### src/rtl/axis_result_tx.sv
// axis_result_tx: AXI4-Stream master returning one Tsetlin Machine result per packet (header + class sums).
// Define RESULT_TX_SUMS_EN to append the packed class-sum beats; when it is undefined the packet is the header beat alone.

module axis_result_tx #(
    parameter int DATA_WIDTH  = 64,
    parameter int NUM_CLASSES = 10,
    parameter int SUM_WIDTH   = 16,
    parameter int CLASS_WIDTH = 4
) (
    input  logic                             clk,
    input  logic                             rst_n,
    input  logic                             result_valid,
    output logic                             result_ready,
    input  logic [CLASS_WIDTH-1:0]           result_class,
    input  logic [NUM_CLASSES*SUM_WIDTH-1:0] result_sums,
    output logic [DATA_WIDTH-1:0]            m_axis_tdata,
    output logic [DATA_WIDTH/8-1:0]          m_axis_tkeep,
    output logic                             m_axis_tvalid,
    input  logic                             m_axis_tready,
    output logic                             m_axis_tlast,
    output logic                             m_axis_tuser,
    output logic                             tx_busy,
    output logic [15:0]                      sample_id
);

    localparam int KW = DATA_WIDTH / 8;

    localparam logic [1:0] S_IDLE = 2'd0;
    localparam logic [1:0] S_HDR  = 2'd1;
`ifdef RESULT_TX_SUMS_EN
    localparam logic [1:0] S_SUMS = 2'd2;
    localparam logic       HDR_LAST = 1'b0;
`else
    localparam logic       HDR_LAST = 1'b1;
`endif

    logic [1:0]            r_state;
    logic                  r_result_ready;
    logic                  r_busy;
    logic [DATA_WIDTH-1:0] r_tdata;
    logic [KW-1:0]         r_tkeep;
    logic                  r_tvalid;
    logic                  r_tlast;
    logic                  r_tuser;
    logic [15:0]           r_sample_id;

    logic                  w_accept;
    logic                  w_done;
    logic [DATA_WIDTH-1:0] w_header;

    assign w_accept = (r_state == S_IDLE) && r_result_ready && result_valid;
    assign w_header = DATA_WIDTH'({16'hA5C3, 16'(NUM_CLASSES), r_sample_id, 16'(result_class)});

`ifdef RESULT_TX_SUMS_EN
    localparam int L   = DATA_WIDTH / SUM_WIDTH;
    localparam int NB  = (NUM_CLASSES + L - 1) / L;
    localparam int BIW = (NB > 1) ? $clog2(NB) : 1;
    localparam int CIW = (NUM_CLASSES > 1) ? $clog2(NUM_CLASSES) : 1;
    localparam int BPL = SUM_WIDTH / 8;

    logic [SUM_WIDTH-1:0]  r_sums [NUM_CLASSES];
    logic [BIW-1:0]        r_beat_idx;
    logic [BIW-1:0]        w_next_idx;
    logic [DATA_WIDTH-1:0] w_beat_data;
    logic [KW-1:0]         w_beat_keep;
    logic                  w_beat_last;
    int unsigned           w_lane;

    assign w_done = (r_state == S_SUMS) && m_axis_tready && (r_beat_idx == BIW'(NB - 1));

    always_ff @(posedge clk) begin
        if (w_accept) begin
            for (int unsigned k = 0; k < NUM_CLASSES; k++) begin
                r_sums[k] <= result_sums[k*SUM_WIDTH +: SUM_WIDTH];
            end
        end
    end

    // Next sum beat is prebuilt so it can be registered on the current beat's handshake.
    always_comb begin
        w_next_idx  = (r_state == S_HDR) ? '0 : r_beat_idx + BIW'(1);
        w_beat_data = '0;
        w_beat_keep = '0;
        w_lane      = 0;
        for (int unsigned j = 0; j < L; j++) begin
            w_lane = 32'(w_next_idx) * L + j;
            if (w_lane < NUM_CLASSES) begin
                w_beat_data[j*SUM_WIDTH +: SUM_WIDTH] = r_sums[CIW'(w_lane)];
                w_beat_keep[j*BPL +: BPL]             = '1;
            end
        end
        w_beat_last = (w_next_idx == BIW'(NB - 1));
    end
`else
    logic w_unused_sums;

    assign w_unused_sums = ^result_sums;
    assign w_done        = (r_state == S_HDR) && m_axis_tready;
`endif

    always_ff @(posedge clk or negedge rst_n) begin
        if (!rst_n) begin
            r_state        <= S_IDLE;
            r_result_ready <= 1'b0;
            r_busy         <= 1'b0;
            r_tdata        <= '0;
            r_tkeep        <= '0;
            r_tvalid       <= 1'b0;
            r_tlast        <= 1'b0;
            r_tuser        <= 1'b0;
            r_sample_id    <= '0;
`ifdef RESULT_TX_SUMS_EN
            r_beat_idx     <= '0;
`endif
        end else if (w_done) begin
            r_state        <= S_IDLE;
            r_result_ready <= 1'b1;
            r_busy         <= 1'b0;
            r_tdata        <= '0;
            r_tkeep        <= '0;
            r_tvalid       <= 1'b0;
            r_tlast        <= 1'b0;
            r_tuser        <= 1'b0;
            r_sample_id    <= r_sample_id + 16'd1;
        end else begin
            case (r_state)
                S_IDLE: begin
                    r_result_ready <= 1'b1;
                    if (w_accept) begin
                        r_state        <= S_HDR;
                        r_result_ready <= 1'b0;
                        r_busy         <= 1'b1;
                        r_tdata        <= w_header;
                        r_tkeep        <= '1;
                        r_tvalid       <= 1'b1;
                        r_tlast        <= HDR_LAST;
                        r_tuser        <= 1'b1;
                    end
                end
`ifdef RESULT_TX_SUMS_EN
                S_HDR, S_SUMS: begin
                    if (m_axis_tready) begin
                        r_state    <= S_SUMS;
                        r_beat_idx <= w_next_idx;
                        r_tdata    <= w_beat_data;
                        r_tkeep    <= w_beat_keep;
                        r_tlast    <= w_beat_last;
                        r_tuser    <= 1'b0;
                    end
                end
`else
                S_HDR: begin
                    r_state <= S_HDR;
                end
`endif
                default: begin
                    r_state <= S_IDLE;
                end
            endcase
        end
    end

    assign result_ready  = r_result_ready;
    assign tx_busy       = r_busy;
    assign m_axis_tdata  = r_tdata;
    assign m_axis_tkeep  = r_tkeep;
    assign m_axis_tvalid = r_tvalid;
    assign m_axis_tlast  = r_tlast;
    assign m_axis_tuser  = r_tuser;
    assign sample_id     = r_sample_id;

endmodule
### config.mk
export PLATFORM = sky130hd
export DESIGN_NAME = axis_result_tx
export DESIGN_NICKNAME = d
export VERILOG_FILES = /design/src/rtl/axis_result_tx.sv
export SDC_FILE = /design/constraint.sdc
export NUM_CORES = 1
export LEC_CHECK = 0
export BUFFER_PORTS_ARGS = -buffer_cell sky130_fd_sc_hd__buf_2
export CAP_MARGIN = 20
export CORE_AREA = 2 2 100 102
export DETAILED_ROUTE_END_ITERATION = 10
export DIE_AREA = 0 0 102 104
export PLACE_DENSITY = 0.57
export SLEW_MARGIN = 10
export SYNTH_ARGS = -nofsm -noshare
export SYNTH_HDL_FRONTEND = slang
export SYNTH_SLANG_ARGS = --single-unit
### constraint.sdc
create_clock -name clk -period 3.3 [get_ports clk]
set_input_delay 0.33 -clock clk [delete_from_list [all_inputs] [get_ports clk]]
set_output_delay 0.33 -clock clk [all_outputs]
set_load 0.05 [all_outputs]
==> results.toml, run 1 <==
[power_and_ir_drop]
leakage_nw = 1.293
peakVddDrop_mv = 0.3666
comb_power_share_pct = 54.4
total_power_mw = 2.467
power.density_nw_per_um2 = 1053
p_seq_share_pct = 28.7
pwr-share-clk_pct = 16.9
switching_power_mw = 1.412
p_sw_share_pct = 57.25
internal_power_mw = 1.055

[yosys]
synth_top_cell_by_area = "dfrtp_1"
synth.area.top_cells = "dfrtp_1 (48%), buf_4 (20%), nand2_1 (8.5%)"
synth.avg_cell_area_um2 = 9.620
yosysWarnings = 0
ys_seq_area_share_pct = 47.85
synth_cell_type_count = 25
synth_top_area_share_pct = 47.85
synth-seq-cells = 39
synthCells = 212
netlist_area_um2 = 2039

[global_routing]
grt_pass1_vias = 1311
overflow = 0
grt_max_degree = 40
gr-usage-all-layers_pct = 8.502
grt_pass1_wl_mm = 7.058
antenna_found_initial = 0

[finish]
diodes = 0
nets = 426
layout-drive-gt1-share_pct = 31.78
syn2layout_area_growth_pct = 14.91
design_area_um2 = 2344

[place]
gp_congestion = 0.7724
dpl.hpwl_mm = 3.254
io_buffers = 66
place_area_um2 = 2226
dp_slack_ns = 1.698

[drt]
drc = 0
drt_wl_total_mm = 4.450
drt.antenna.violating_nets = 0
drt_iter0_drc = 153
firstDrtPassIters = 4
wl_per_cell_um = 11.38
routed_via_density = 3.683
dr_total_vias = 1440

[worst_setup_path]
critPathKind = "flip-flop to primary output"
worst_setup_path_start_kind = "flip-flop"
cp.arrival_ns = 1.28
slowest_delay_ns = 0.63
critPathBufInv = 1
crit_path_max_fanout = 23
rr_worst_depth = 4
regToRegSetupSlack_ns = 1.69
reg2reg_from = "r_state[0]$_DFFE_PN0P_"
required_ns = 2.97
timing.rr.end = "m_axis_tdata[18]$_DFFE_PN0P_"
end_kind = "primary output"
cp_top_family = "flip-flops"
crit_slowest_cell = "dfrtp_1"
crit_chain = "buf_2"

[timing]
finalCritPeriodShare_pct = 48.77
rsz0062_at_grt = "no"
setup_violations = 0
timing.final.ws_setup_ns = 1.691
worstMarginPinSlew_ns = 0.8960
slew-limit-headroom_pct = 40.27
slew_violations = 0
max_freq_mhz = 621.4
skew_ns = 0.005111
hold_viol = 0
period_needed_ns = 1.609
tns_ns = 0

[floorplan]
die_area_um2 = 10610
rows = 36
die_w_um = 102
start_util_pct = 21.36
core_um2 = 9549
die_y_um = 104
ios = 261

[clocking]
cts-resized-gates = 0
cts.root.buffer_cell = "clkbuf_8"
cts_max_level = 2
cts_buffer_depth = 2
postCtsSetupBuffers = 0
clkLatencyLatePin_ns = 0.29
cts.sinks = 39
clk_pin_slew_ns = 0.08
numCtsBuffers = 5
cts_hold_buffers = 0
cts_tree = "yes"

[status]
outcome = "complete, no violations"

[job]
maxCapViolations = 0

[worst_hold_path]
min_path_type = "input port to asynchronous set/reset pin"
worst max path at each step:
stage	start	to	slack, ns	depth (start not counted)
floorplan	sample_id[0]$_DFFE_PN0P_	sample_id[12]$_DFFE_PN0P_	1.48	5
global placement	sample_id[0]$_DFFE_PN0P_	sample_id[12]$_DFFE_PN0P_	1.70	5
detailed placement	result_valid	m_axis_tdata[18]$_DFFE_PN0P_	1.70	6
CTS	m_axis_tkeep[6]$_DFFE_PN0P_	tx_busy	1.64	1
global route	m_axis_tkeep[6]$_DFFE_PN0P_	m_axis_tkeep[4]	1.52	1
finish	m_axis_tkeep[6]$_DFFE_PN0P_	tx_busy	1.69	1
synth_stat cells:
master	number
inv_1	1
nand2_1	46
buf_1	1
or2_2	1
nor2_1	6
and3_1	1
buf_4	55
nor3_1	1
buf_2	2
clkbuf_1	4
and2_1	2
nor4_4	1
o21ai_0	1
nand4_1	4
xnor2_1	11
ha_1	1
dfrtp_1	39
nor4_2	1
or2b_1	1
nand3_4	2
mux2_2	1
nand3_1	24
conb_1	1
xor2_1	4
and3_2	1
state kept, by name (all words and copies together), names as in the netlist:
signal and count:
m_axis_tdata 20, sample_id 16, m_axis_tkeep 1, result_ready 1, r_state 1
metal layers:
layer | vias to the layer above | GRT usage, % | wire length [um]
li1 | 680 | - | -
met5 | - | 0 | 0
met3 | 6 | 1.949 | 273
met1 | 692 | 11.41 | 2021
met4 | 0 | 4.286 | 90
met2 | 62 | 12.69 | 2065
through the flow:
stage	util (%)	instances	hold WS, ns
finish	24.54	391	0.1619
global route	24.54	391	0.2256
CTS	24.54	391	0.1789
detailed placement	23.31	383	0.4793
global placement	23.31	383	0.4786
floorplan	-	245	0.03441
layout make-up:
class | count | area [um^2]
tap | 133 | 166.4
sequential | 39 | 975.9
clock inverter | 2 | 35.03
multi-input combinational | 143 | 742.0
timing repair buffer | 67 | 337.8
inverter | 1 | 3.754
fill | 1040 | 7206
clock buffer | 6 | 82.58
cells in the final DEF, fill, tap and decap left out, drive strengths merged, types with 4 or more instances in the layout:
cell and n:
clkbuf 6, buf 67, nand2 46, dfrtp 39, nand4 4, nand3 26
xor2 4, xnor2 11, conb 34, nor2 6
power by group through the flow:
| stage | sequential (mW) | clock (mW) | combinational (mW) |
|---|---|---|---|
| detailed placement | 0.723 | 0 | 1.35 |
| global route | 0.738 | 0.447 | 1.41 |
| floorplan | 1.05 | 0 | 0.933 |
| finish | 0.708 | 0.416 | 1.34 |
| global placement | 0.716 | 0 | 1.35 |
| CTS | 0.714 | 0.431 | 1.35 |
logic make-up (layout without fill, tap and decap cells):
logic type | Yosys count | after routing | share of synthesized area, %
AND/OR/NAND/NOR | 91 | 91 | 22.27
multiplexers | 1 | 1 | 0.5521
AO/OA/AOI/OAI | 1 | 1 | 0.2452
adder cells (fa/ha/maj) | 1 | 1 | 0.6134
buffers and inverters | 63 | 76 | 21.84
flip-flops | 39 | 39 | 47.85
other | 1 | 34 | 0.1839
XOR/XNOR | 15 | 15 | 6.441
(Power assumes the default switching activity.)
==> run 2, diff against run 1 <==
Settings changed: CORE_AREA 2 2 100 102 to 2 2 102 104, DIE_AREA 0 0 102 104 to 0 0 104 106, PLACE_DENSITY 0.57 to 0.55.
Clock period 3.3 ns to 1.5 ns, I/O delays scaled along.
==> run 2 against run 1 <==
  * Sequential power is 120% higher
  * Utilization shrank 0.34 points
  * Clock power increased by 110%
  * Final area rose by 3.3%
  * Final cell count rose by 1.8%
  * Critical path depth increased by 3
  * First-iteration DRC count is 32% lower
  * Register-to-register slack lost 1.6 ns
  * Critical endpoint is now sample_id[12]$_DFFE_PN0P_
  * Hold slack got worse by 0.12 ns
==> results.toml, run 2 (synthesis results as in run 1) <==
[status]
outcome = "complete, no violations"

[global_routing]
antenna_found_initial = 0
grt_pass1_vias = 1355
grt_pass1_wl_mm = 7.210
overflow = 0
gr-usage-all-layers_pct = 8.405
grt_max_degree = 40

[place]
gp_congestion = 0.7217
dpl.hpwl_mm = 3.331
io_buffers = 66
dp_slack_ns = 0.1151

[drt]
dr_total_vias = 1449
drt_iter0_drc = 104
drt_wl_total_mm = 4.497
wl_per_cell_um = 11.30
drc = 0
drt.antenna.violating_nets = 0
firstDrtPassIters = 4
routed_via_density = 3.641

[clocking]
postCtsSetupBuffers = 0
cts.root.buffer_cell = "clkbuf_8"
cts_max_level = 2
clkLatencyLatePin_ns = 0.30
cts_buffer_depth = 2
cts.sinks = 39
clk_pin_slew_ns = 0.08
numCtsBuffers = 5
cts_tree = "yes"

[floorplan]
die_y_um = 106
ios = 261
core_um2 = 10000
die_w_um = 104
rows = 37
start_util_pct = 20.40
die_area_um2 = 11020

[finish]
diodes = 0
final_common_cell = "buf_2"
syn2layout_area_growth_pct = 18.65
nets = 430
layout-drive-gt1-share_pct = 37.02
final_cell_mix = "buf_2 (66), nand2_1 (46), conb_1 (34), dfrtp_1 (27), nand3_1 (24)"
largest_reg_flops = 20

[power_and_ir_drop]
total_power_mw = 5.474
leakage_nw = 1.294
power.density_nw_per_um2 = 2262
peakVddDrop_mv = 0.7952

[worst_setup_path]
reg2reg_from = "sample_id[5]$_DFFE_PN0P_"
regToRegSetupSlack_ns = 0.07
timing.rr.end = "sample_id[12]$_DFFE_PN0P_"
worst_setup_path_start_kind = "flip-flop"
rr_worst_depth = 4
crit_path_max_fanout = 6
cp.arrival_ns = 1.60
critPathKind = "flip-flop to flip-flop"
required_ns = 1.67
end_kind = "flip-flop"

[worst_hold_path]
min_path_type = "input port to flip-flop"
hold_path_end = "m_axis_tdata[3]$_DFFE_PN0P_"
hold_start = "result_class[3]"
hold-path-cell-count = 3

[timing]
slew_violations = 0
tns_ns = 0
whs_ns = 0.04202
finalCritPeriodShare_pct = 95.61
hold_viol = 0
rsz0062_at_grt = "yes"
max_freq_mhz = 697.3
timing.final.ws_setup_ns = 0.06589
setup_violations = 0
period_needed_ns = 1.434
skew_ns = 0.01471

[job]
maxCapViolations = 0
-- run 2: changes by cell type in the layout (fill, tap and decap cells not counted), sizes merged --
cell,change
dlygate4sd3,+1
clkbuf,+1
buf,+3
clkinv,-1
-- run 2: cell type report --
class | count | area, um^2
multi-input cells | 143 | 765.7
clock inverters | 1 | 30.03
inverters | 1 | 3.754
well taps | 136 | 170.2
clock buffers | 7 | 76.32
fillers | 1096 | 7580
flip-flops and latches | 39 | 991.0
repair buffers | 71 | 382.9
-- run 2: metrics by stage --
| step | std cells | instance area [um^2] | util (%) |
|---|---|---|---|
| after floorplan | 245 | 2190 | - |
| after global placement | 389 | 2291 | 22.91 |
| after detailed placement | 389 | 2291 | 22.91 |
| after CTS | 398 | 2409 | 24.09 |
| after global routing | 398 | 2420 | 24.20 |
| final | 398 | 2420 | 24.20 |
-- run 2: worst max path at each step --
| stage | start | end | slack (ns) | cells after the start |
|---|---|---|---|---|
| 2_1_floorplan | sample_id[5]$_DFFE_PN0P_ | sample_id[13]$_DFFE_PN0P_ | 0.01 | 4 |
| 3_3_place_gp | sample_id[0]$_DFFE_PN0P_ | sample_id[7]$_DFFE_PN0P_ | 0.13 | 4 |
| 3_5_place_dp | sample_id[5]$_DFFE_PN0P_ | sample_id[13]$_DFFE_PN0P_ | 0.12 | 4 |
| 4_1_cts | sample_id[5]$_DFFE_PN0P_ | sample_id[13]$_DFFE_PN0P_ | 0.08 | 4 |
| 5_1_grt | sample_id[6]$_DFFE_PN0P_ | sample_id[12]$_DFFE_PN0P_ | -0.008 | 4 |
| 6_report | sample_id[5]$_DFFE_PN0P_ | sample_id[12]$_DFFE_PN0P_ | 0.07 | 4 |
-- run 2: repair_timing --
| item | CTS | global route |
|---|---|---|
| setup endpoints to repair | 22 | 1 |
| hold endpoints to repair | 39 | 0 |
| resized for setup | 1 | 2 |
| hold buffers | 1 | 0 |
| gates cloned | 0 | 0 |
-- run 2: critical path, cell delays in order, from the launching register on --
cell	delay [ns]
dfrtp_2	0.42
nand3_1	0.22
nor4_4	0.36
nand3_1	0.15
xnor2_1	0.15
-- run 2: report_power, final --
part / total (mW) / switching (mW) / internal, mW / leakage [nW]
combinational: 3.03 / 2.47 / 0.563 / 0.744
clock: 0.859 / 0.361 / 0.498 / 0.0524
sequential: 1.59 / 0.292 / 1.29 / 0.498
total: 5.47 / 3.12 / 2.36 / 1.29
-- run 2: routing by layer --
| layer | track usage [%] | share of wire [%] | up-vias | wire, um |
|---|---|---|---|---|
| li1 | - | - | 684 | - |
| met1 | 10.75 | 45 | 686 | 2002 |
| met2 | 12.55 | 45 | 71 | 2038 |
| met3 | 2.391 | 7.0 | 8 | 313 |
| met4 | 5.116 | 3.2 | 0 | 143 |
| met5 | 0 | 0 | - | 0 |
==> run 3, diff against run 2 <==
Settings changed: ABC_AREA from default to 1, CORE_AREA 2 2 102 104 to 2 2 101 103, DIE_AREA 0 0 104 106 to 0 0 103 105, PLACE_DENSITY 0.55 to 0.58, SETUP_SLACK_MARGIN from default to 0.5.
==> run 3 against run 2 <==
  * Global-route usage grew 2.8 points
  * Utilization rose by 15 points
  * Final area rose by 55%
  * Critical path depth grew 1
  * Synthesized cell count increased by 19%
  * Clock skew down 0.0061 ns
  * Combinational power increased by 91%
  * Flip-flop and latch count did not move
  * Worst setup slack improved by 0.11 ns
  * First-iteration DRC count fell by 43%
  * Die area shrank 1.9%
  * Clock power is 14% lower
  * Largest power group unchanged
==> results.toml, run 3 <==
[floorplan]
start_util_pct = 22.62
die_y_um = 105
core_um2 = 9639
ios = 261
die_w_um = 103
rows = 36
die_area_um2 = 10820

[global_routing]
grt_max_degree = 29
grt_pass1_vias = 1793
overflow = 0
antenna_found_initial = 0
grt_pass1_wl_mm = 9.232
gr-usage-all-layers_pct = 11.22

[finish]
nets = 528
syn2layout_area_growth_pct = 71.60
final_common_cell = "buf_6"
fin_util_pct = 38.82
final_cell_mix = "buf_6 (62), buf_4 (42), conb_1 (34), inv_1 (31), nand2_1 (28)"
diodes = 0
largest_reg_flops = 20
layout-drive-gt1-share_pct = 55.00
design_area_um2 = 3742

[clocking]
numCtsBuffers = 5
cts_max_level = 2
clk_pin_slew_ns = 0.08
cts.root.buffer_cell = "clkbuf_8"
clkLatencyLatePin_ns = 0.29
cts_tree = "yes"
cts.sinks = 39
cts_buffer_depth = 2

[job]
maxCapViolations = 0

[yosys]
netlist_area_um2 = 2181
yosysWarnings = 0
synth_top_cell_by_area = "dfrtp_1"
ys_seq_area_share_pct = 44.75
synth.avg_cell_area_um2 = 8.620
async_flop_share_pct = 100.0
netlist_top_cells_count = "buf_4 (55), dfrtp_1 (39), nand2_1 (35)"
synth-seq-cells = 39
synth_most_common_cell = "buf_4"
synth-edff-count = 0
synth_compound_area_share_pct = 5.164
synth_cell_type_count = 24
synthFlopType = "dfrtp_1"
synth.area.top_cells = "dfrtp_1 (45%), buf_4 (19%), nand3_1 (6.2%)"
synth_fa_ha_area_share_pct = 0.5737
synthCells = 253
synthMuxAreaShare_pct = 0
yosys.area_share.simple_pct = 19.79
synth_xor_area_share_pct = 3.614
synth_top_area_share_pct = 44.75
synth_top_family_by_area = "buffers and inverters"

[drt]
firstDrtPassIters = 4
drt_wl_total_mm = 6.281
drt_iter0_drc = 59
drc = 0
wl_per_cell_um = 12.74
routed_via_density = 3.826
dr_total_vias = 1886
drt.antenna.violating_nets = 0

[worst_setup_path]
cp.arrival_ns = 1.53
crit_path_max_fanout = 5
startpoint = "sample_id[1]$_DFFE_PN0P_"
worst_setup_path_start_kind = "flip-flop"
required_ns = 1.71
timing.rr.end = "sample_id[6]$_DFFE_PN0P_"
critPathBufInv = 1
critPathKind = "flip-flop to flip-flop"
rr_worst_depth = 5
regToRegSetupSlack_ns = 0.18
slowest_delay_ns = 0.43
end_kind = "flip-flop"
crit_chain = "ha_4, nand3_2, nor3_4, buf_4, xor2_1"
crit_slowest_cell = "dfrtp_2"
reg2reg_from = "sample_id[1]$_DFFE_PN0P_"
cp_top_family = "flip-flops"

[power_and_ir_drop]
power.density_nw_per_um2 = 2210
total_power_mw = 8.269
leakage_nw = 1.897
peakVddDrop_mv = 0.7372

[timing]
setup_violations = 0
max_freq_mhz = 755.9
hold_viol = 0
period_needed_ns = 1.323
tns_ns = 0
finalCritPeriodShare_pct = 88.19
skew_ns = 0.008562
slew_violations = 0
rsz0062_at_grt = "yes"

[place]
gp_congestion = 0.8370
io_buffers = 66
place_area_um2 = 2532
dpl.hpwl_mm = 3.903

[status]
outcome = "complete, no violations"

[worst_hold_path]
hold-path-cell-count = 3
hold_start = "result_class[1]"
hold_path_end = "m_axis_tdata[1]$_DFFE_PN0P_"
min_path_type = "input port to flip-flop"
## run 3: what timing repair did
item	CTS	global route
gates cloned	3	0
pin swaps	9	8
hold buffers	1	0
endpoints found under the setup margin	95	98
setup buffers	34	19
hold endpoints to repair	18	0
resized for setup	155	33
## run 3: where the power goes
part	internal (mW)	switching, mW
Combinational	2.28	3.49
Clock	0.371	0.366
Sequential	1.39	0.364
## run 3: final cells by class
cell class / instances / area (um^2)
multi-input cells: 153 / 994.7
inverters: 33 / 131.4
clock buffers: 7 / 86.33
repair buffers: 127 / 1361
fillers: 961 / 5897
flip-flops and latches: 39 / 997.2
clock inverters: 1 / 5.005
well taps: 133 / 166.4
## run 3: worst max-delay path by stage
stage,end,cells past startpoint
after floorplan,sample_id[14]$_DFFE_PN0P_,8
after global routing,sample_id[14]$_DFFE_PN0P_,8
after detailed placement,m_axis_tdata[17]$_DFFE_PN0P_,4
final,sample_id[6]$_DFFE_PN0P_,5
after global placement,m_axis_tdata[17]$_DFFE_PN0P_,4
after CTS,m_axis_tdata[56],2
## run 3: per-stage QoR
step	hold WS, ns	cells	setup WS, ns
detailed placement	0.1426	428	0.2153
global route	0.08982	493	0.1094
CTS	0.08168	474	0.2482
finish	0.08651	493	0.1772
global placement	0.1276	428	0.2301
floorplan	-0.1456	286	0.1656
## run 3: tightest hold or removal path: stages
cell and delay, ns:
buf_2 0.10, inv_1 0.04, o21ai_1 0.06
## run 3: logic make-up (layout without fill, tap and decap cells)
group                      after synthesis  count (layout)
xor gates and xnor gates                 9               9
DFF                                     39              39
AOI/OAI and AO/OA                       22              22
adders and majority gates                1               1
and+or+nand+nor                         87              87
buffers and inverters                   94             168
other                                    1              34
## run 3: routing by layer
metal	global-route usage [%]	vias up	share of wire [%]
met5	0	-	0
met4	2.914	0	0.91
met3	5.084	9	8.9
met2	17.35	75	49
met1	14.12	879	41
li1	-	923	-
